[config.mk]
export PLATFORM = sky130hd
export DESIGN_NAME = banco_reg_param
export DESIGN_NICKNAME = d
export VERILOG_FILES = /design/src/rtl/banco_reg_param.sv
export SDC_FILE = /design/constraint.sdc
export NUM_CORES = 1
export LEC_CHECK = 0
export BUFFER_PORTS_ARGS = -buffer_cell sky130_fd_sc_hd__buf_2
export CAP_MARGIN = 20
export CORE_MARGIN = 2
export CORE_UTILIZATION = 55
export CTS_BUF_LIST = sky130_fd_sc_hd__clkbuf_4 sky130_fd_sc_hd__clkbuf_8
export DETAILED_ROUTE_END_ITERATION = 10
export GPL_ROUTABILITY_DRIVEN = 0
export PLACE_DENSITY = 0.86
export SLEW_MARGIN = 20
export SYNTH_ARGS = -nofsm -noshare
export SYNTH_HDL_FRONTEND = slang
export SYNTH_SLANG_ARGS = --single-unit
[constraint.sdc]
create_clock -name clk -period 3.7 [get_ports clk]
set_clock_uncertainty 0.05 [all_clocks]
set_input_delay 0.555 -clock clk [delete_from_list [all_inputs] [get_ports clk]]
set_output_delay 0.555 -clock clk [all_outputs]
set_load 0.05 [all_outputs]
[src/rtl/banco_reg_param.sv]
// rtl/banco_reg_param.sv - parametrised register bank with r0 hardwired, optional write bypass and pending scoreboard
//
// Purpose:
//   N_REGS registers of LARGURA bits. One synchronous write port (writeback),
//   two combinational read ports (decode), and a per-register pending bit
//   that lets the datapath stall a read whose producer has not written back.
//
// Ports:
//   clk, rst              clock and synchronous active-high reset
//   reg_e, e_l, dado      writeback destination, write enable, write data
//   fnt1, fnt2            read source addresses
//   dado_l_1, dado_l_2    read data (combinational)
//   reg_pend, marca_pend  destination being issued by decode, mark enable
//   ocupado_1, ocupado_2  read source still awaiting its writeback
//   pendentes             raw pending bit vector

module banco_reg_param #(
    parameter int LARGURA = 32,
    parameter int N_REGS  = 8,
    parameter int END     = $clog2(N_REGS),
    parameter bit BYPASS  = 1'b1
) (
    input  logic               clk,
    input  logic               rst,
    input  logic [END-1:0]     reg_e,
    input  logic               e_l,
    input  logic [LARGURA-1:0] dado,
    input  logic [END-1:0]     fnt1,
    input  logic [END-1:0]     fnt2,
    output logic [LARGURA-1:0] dado_l_1,
    output logic [LARGURA-1:0] dado_l_2,
    input  logic [END-1:0]     reg_pend,
    input  logic               marca_pend,
    output logic               ocupado_1,
    output logic               ocupado_2,
    output logic [N_REGS-1:0]  pendentes
);

    // Register count held in END+1 bits so address comparisons are width-matched.
    localparam logic [END:0] L_NREGS = (END+1)'(N_REGS);

    logic [LARGURA-1:0] r_regs [N_REGS];
    logic [N_REGS-1:0]  r_pend;
    logic [N_REGS-1:0]  w_pend_next;

    logic w_wr_ok;
    logic w_mark_ok;
    logic w_ok1;
    logic w_ok2;
    logic w_byp1;
    logic w_byp2;

    // An address is usable when it is nonzero and inside the bank; r0 and
    // the unused codes of a non-power-of-two bank read as zero and ignore writes.
    assign w_wr_ok   = e_l && (reg_e != '0) && ({1'b0, reg_e} < L_NREGS);
    assign w_mark_ok = marca_pend && (reg_pend != '0) && ({1'b0, reg_pend} < L_NREGS);
    assign w_ok1     = (fnt1 != '0) && ({1'b0, fnt1} < L_NREGS);
    assign w_ok2     = (fnt2 != '0) && ({1'b0, fnt2} < L_NREGS);

    // Forwarding only matters when the read itself is in range; a matching
    // reg_e is then in range too, so the write really is happening.
    assign w_byp1 = BYPASS && e_l && (reg_e == fnt1);
    assign w_byp2 = BYPASS && e_l && (reg_e == fnt2);

    // Clear first, then set: when decode re-issues the register being written
    // back, the newer producer is the one still outstanding.
    always_comb begin
        w_pend_next = r_pend;
        if (w_wr_ok) begin
            w_pend_next[reg_e] = 1'b0;
        end
        if (w_mark_ok) begin
            w_pend_next[reg_pend] = 1'b1;
        end
    end

    always_ff @(posedge clk) begin
        if (rst) begin
            for (int i = 0; i < N_REGS; i++) begin
                r_regs[i] <= '0;
            end
            r_pend <= '0;
        end else begin
            if (w_wr_ok) begin
                r_regs[reg_e] <= dado;
            end
            r_pend <= w_pend_next;
        end
    end

    always_comb begin
        dado_l_1 = '0;
        if (w_ok1) begin
            dado_l_1 = w_byp1 ? dado : r_regs[fnt1];
        end
    end

    always_comb begin
        dado_l_2 = '0;
        if (w_ok2) begin
            dado_l_2 = w_byp2 ? dado : r_regs[fnt2];
        end
    end

    // A pending source resolved by this cycle's forwarded writeback does not stall.
    assign ocupado_1 = w_ok1 && r_pend[fnt1] && !w_byp1;
    assign ocupado_2 = w_ok2 && r_pend[fnt2] && !w_byp2;
    assign pendentes = r_pend;

endmodule

**Yosys cells after proc, flatten, opt, wreduce, memory -nomap -nowiden**

Memory sizes are Yosys's and may differ from the RTL's.
Cells that the tools add are included.

- RAM bits: 256
- Input bits: 48
- Memories kept: 1
- Word-level logic and storage cells: 52
- Output and inout port bits: 74
- Flip-flop bits (word level): 8

- Mux-type cells: 22
- Equality and inequality tests: 2
- Order comparisons: 6
- Reduce and logical (&&, ||, !) cells: 17
- Bitwise gates (word level): 3

Memories:

| memory | words | width | rd ports | clocked after Yosys merged registers in | write ports | line | text |
|---|---|---|---|---|---|---|---|
| r_regs | 8 | 32 | 2 | 0 | 8 | 42 | `logic [LARGURA-1:0] r_regs [N_REGS];` |

Operator list:

| cell | number |
|---|---|
| 2-to-1 mux 32 bit | 5 |
| OR reduction 32 bit | 1 |
| less-than comparator 3 x 4 -> 1 bit, second input constant | 4 |
| 2-to-1 mux 8 bit | 2 |
| nonzero test 3 bit | 4 |
| logical AND 1 bit | 10 |
| 2-to-1 mux 1 bit | 10 |
| bitwise AND 8 bit | 1 |
| NOT 8 bit | 1 |
| OR 8 bit | 1 |
| binary-select mux 1 bit (select 3 bit) | 2 |
| demux 1 bit (select 3 bit) | 2 |
| equality test 3 bit | 2 |
| >= comparator 3 x 1 -> 1 bit, second input constant | 2 |
| 2-to-1 mux 3 bit | 1 |
| zero test 1 bit | 2 |

**Depth between registers and ports, before layout**

- Depth after elaboration: 9
- Mapped depth: 8
- Depth with buffers taken out: 5

**Worst setup path after synthesis**

OpenSTA, ideal clock, no wires.

- Path kind: input to register
- From: input port reg_e[1]
- To: memory r_regs[5][0] (enable)
- Stages on the path: 3
- Setup time: 0.468 ns
- Buffers on the path: 1
- Data required time: 3.182 ns
- Slack: -0.063 ns
- Data arrival time: 3.245 ns
- Path through: buf_2 -> nand2b_1 -> o21ai_0

RTL lines:

| element | line | text |
|---|---|---|
| start: declaration | 25 | `input logic [END-1:0] reg_e,` |
| end: declaration | 42 |  |

**Final worst setup path**

- From: input port fnt1[2]
- To: output port dado_l_1[31]

- Longest elaborated chain between the ends: 4
- Elaborated cells between the ends (all ways): 6
- Those cells by class: 1 x eq/ne; 2 x mux; 2 x reduce/logical; 1 x memory

Ends and longest elaborated chain:

| element | line | text |
|---|---|---|
| start: declaration | 28 | `input logic [END-1:0] fnt1,` |
| branches (longest 3 deep; another with memory (8 x 32 bit)) | - |  |
| 2-to-1 mux 32 bit (*) | 93 | `if (w_ok1) begin` |
| end: declaration | 30 | `output logic [LARGURA-1:0] dado_l_1,` |

Mark *: on every way between the ends.

==> impl_metrics.yaml <==
drt:
  drt_iter0_markers: 1435
  viasPerCell: 6.44
  vias: 10900
  wirelength_um: 38700
  wl_per_cell_um: 22.9
  first_pass_iters: 6
  ant_nets: 0
  drc: 0
hold_path:
  hold_class: "in -> reg"
  hold_depth: 2
  hold_path_end: "pendentes[5]"
  hp-start: "reg_pend[1]"
cts:
  clk_pin_slew_ps: 60
  htree_levels: 2
  cts_tree: "yes"
  cts_made_buffers: 39
  root_buffer: "clkbuf_8"
  cts_sinks: 232
  ctsHoldBuffers: 0
  post_cts_resized: 0
  post-cts-setup-buffer-count: 0
  cts_max_path_buffers: 3
  clkLatencyLatePin_ps: 530
synth:
  syn-instance-count: 1238
  syn_nets: 1286
  synth_seq_area_share_pct: 53.0
  syn-cell-area_um2: 13000
  synth_edf_count: 224
  async_flop_share_pct: 0
  ys_warn_count: 0
  synth_ff_type: "edfxtp_1"
  ys_ff_latch: 232
  yosysUniqueCellTypes: 45
  avgSynthCellArea_um2: 10.5
critical_path:
  cp_max_fo: 70
  regToRegSetupSlack_ps: 2800
  r2r_start: "pendentes[2]"
  path_class: "in -> out"
  end_kind: "output pin"
  required_ps: 3090
  reg2reg_to: "pendentes[2]"
  startpoint_type: "primary input"
  arrival_ps: 2810
  ff2ff_path_depth: 2
sta:
  hold_ws_ps: 217
  setup_tns_ps: 0
  worstMarginPinSlew_ps: 935
  finalCritPeriodShare_pct: 92.2
  fin_crit_ps: 3410
  finalMaxSlewViolations: 0
  rsz0062_at_grt: "no"
  maxSlewHeadroom_pct: 37.3
  hold_viol_final: 0
  finalSetupViolCount: 0
  timing.fmax_mhz: 293
layout:
  post-route-util_pct: 63.7
  synthToLayoutAreaGrowth_pct: 14.3
  layout-drive-gt1-share_pct: 17.7
  fin_nets: 1391
  fillers: 1789
power_and_ir_drop:
  p_leak_nw: 5.70
  power_density_nw_per_um2: 457
  ir_drop_uv: 290
  total_power_mw: 6.78
global_route:
  grt_max_degree: 71
  grt_pass1_vias: 10300
  gr-total-overflow: 0
  grt_pass1_wl_um: 58200
  track_usage_pct: 30.7
  antenna_found_initial: 0
floorplanning:
  rows: 56
  core_area_um2: 23300
  boundaryPins: 122
  fp.dieW_um: 158
  die_area_um2: 24900
  start_util_pct: 55.7
  die_h_um: 158
flow_run:
  drv_cap: 0
placement:
  dp_hpwl_um: 23500
  port_buffers: 121
status:
  status: "complete, no violations"
-- kinds of logic (layout without fill, tap and decap cells) --
logic type / count (synthesis) / count (layout) / share of synthesized area [%]
AND/OR/NAND/NOR: 486 / 486 / 19.2
other: 0 / 2 / 0
XOR/XNOR: 5 / 5 / 0.337
AO/OA/AOI/OAI: 317 / 317 / 17.7
multiplexers: 66 / 66 / 5.28
flip-flops: 232 / 232 / 53.0
buffers and inverters: 132 / 265 / 4.43
-- layer usage --
layer / global-route usage [%] / routed length [um] / vias up
li1: - / - / 4774
met1: 40.8 / 14400 / 5183
met2: 48.6 / 18100 / 825
met3: 6.13 / 4620 / 118
met4: 14.1 / 1580 / 0
met5: 0 / 0 / -
-- report_power, final --
| part | internal, mW | switching, mW | leakage (nW) |
|---|---|---|---|
| combinational | 0.433 | 0.983 | 3.08 |
| sequential | 3.06 | 0.0960 | 2.23 |
| clock | 1.20 | 1.01 | 0.387 |
| total | 4.69 | 2.09 | 5.70 |
-- worst max-delay path, stage by stage --
cell,delay (ps)
buf_2,120
buf_4,710
nand2b_1,190
buf_4,410
o21ai_0,170
nand2_1,100
a32o_1,240
buf_2,290
-- flip-flops by register name (all words and copies together), names as in the netlist --
register,cells
pendentes,8
r_regs,224
-- cell usage in the layout (no fill, tap or decap), types with 5 or more instances in the layout --
| cell type | count |
|---|---|
| buf_2 | 117 |
| nand2b_1 | 5 |
| clkbuf_8 | 41 |
| inv_1 | 26 |
| nand3_1 | 18 |
| buf_4 | 46 |
| o22ai_1 | 66 |
| nor2_1 | 115 |
| edfxtp_1 | 224 |
| a32o_1 | 47 |
| dfxtp_1 | 8 |
| a31oi_1 | 15 |
| nand2_1 | 96 |
| clkinv_1 | 15 |
| mux2i_1 | 64 |
| and2_1 | 227 |
| o21ai_4 | 6 |
| buf_12 | 7 |
| clkbuf_4 | 11 |
| o22a_1 | 76 |
| o21ai_0 | 58 |
| a22o_1 | 17 |
| nor3_2 | 5 |
| a21oi_1 | 21 |
-- how the worst max path moves through the flow --
| stage | cells past startpoint | end | slack, ps | startpoint |
|---|---|---|---|---|
| after floorplan | 3 | r_regs[7][0] | 2 | reg_e[0] |
| after global placement | 8 | dado_l_1[31] | 440 | fnt1[2] |
| after detailed placement | 9 | dado_l_1[31] | 400 | fnt1[2] |
| after CTS | 8 | dado_l_1[31] | 380 | fnt1[2] |
| after global routing | 9 | dado_l_1[31] | 260 | fnt1[2] |
| final | 8 | dado_l_1[31] | 290 | fnt1[2] |
-- stage by stage --
stage,area [um2],setup WS [ps],cells
5_1_grt,14800,257,1690
3_3_place_gp,14100,437,1621
6_report,14900,287,1692
4_1_cts,14800,379,1690
2_1_floorplan,13000,2.22,1238
3_5_place_dp,14100,397,1621
-- Yosys cell counts (2+ instances only) --
cell type | n | area, um2
a21oi_1 | 21 | 105
buf_1 | 14 | 52.6
o22a_1 | 76 | 666
nand3_1 | 18 | 90.1
o22ai_1 | 66 | 413
a22o_1 | 17 | 149
o21ai_0 | 64 | 320
nor2_1 | 118 | 443
buf_6 | 3 | 33.8
nand2b_1 | 5 | 31.3
xor2_1 | 4 | 35.0
a22oi_1 | 2 | 15.0
a32o_1 | 47 | 470
nand2_1 | 96 | 360
nor2b_1 | 4 | 25.0
edfxtp_1 | 224 | 6730
buf_2 | 34 | 170
and2_1 | 227 | 1420
mux2i_1 | 64 | 641
mux4_2 | 2 | 45.0
clkbuf_1 | 51 | 191
o31ai_1 | 2 | 15.0
inv_1 | 26 | 97.6
dfxtp_1 | 8 | 160
buf_4 | 4 | 30.0
nor3_1 | 7 | 35.0
a31oi_1 | 15 | 93.8
nor4b_1 | 2 | 17.5
-- layout make-up --
class / instances / area (um2) / share of cell area, %
Antenna cell: 2 / 5.00 / 0.0337
Timing Repair Buffer: 170 / 1070 / 7.21
Inverter: 26 / 97.6 / 0.657
Clock buffer: 52 / 647 / 4.36
Sequential cell: 232 / 6890 / 46.4
Multi-Input combinational cell: 874 / 5650 / 38.1
Clock inverter: 17 / 91.3 / 0.615
Tap cell: 319 / 399 / 2.69
(Power assumes the default switching activity.)
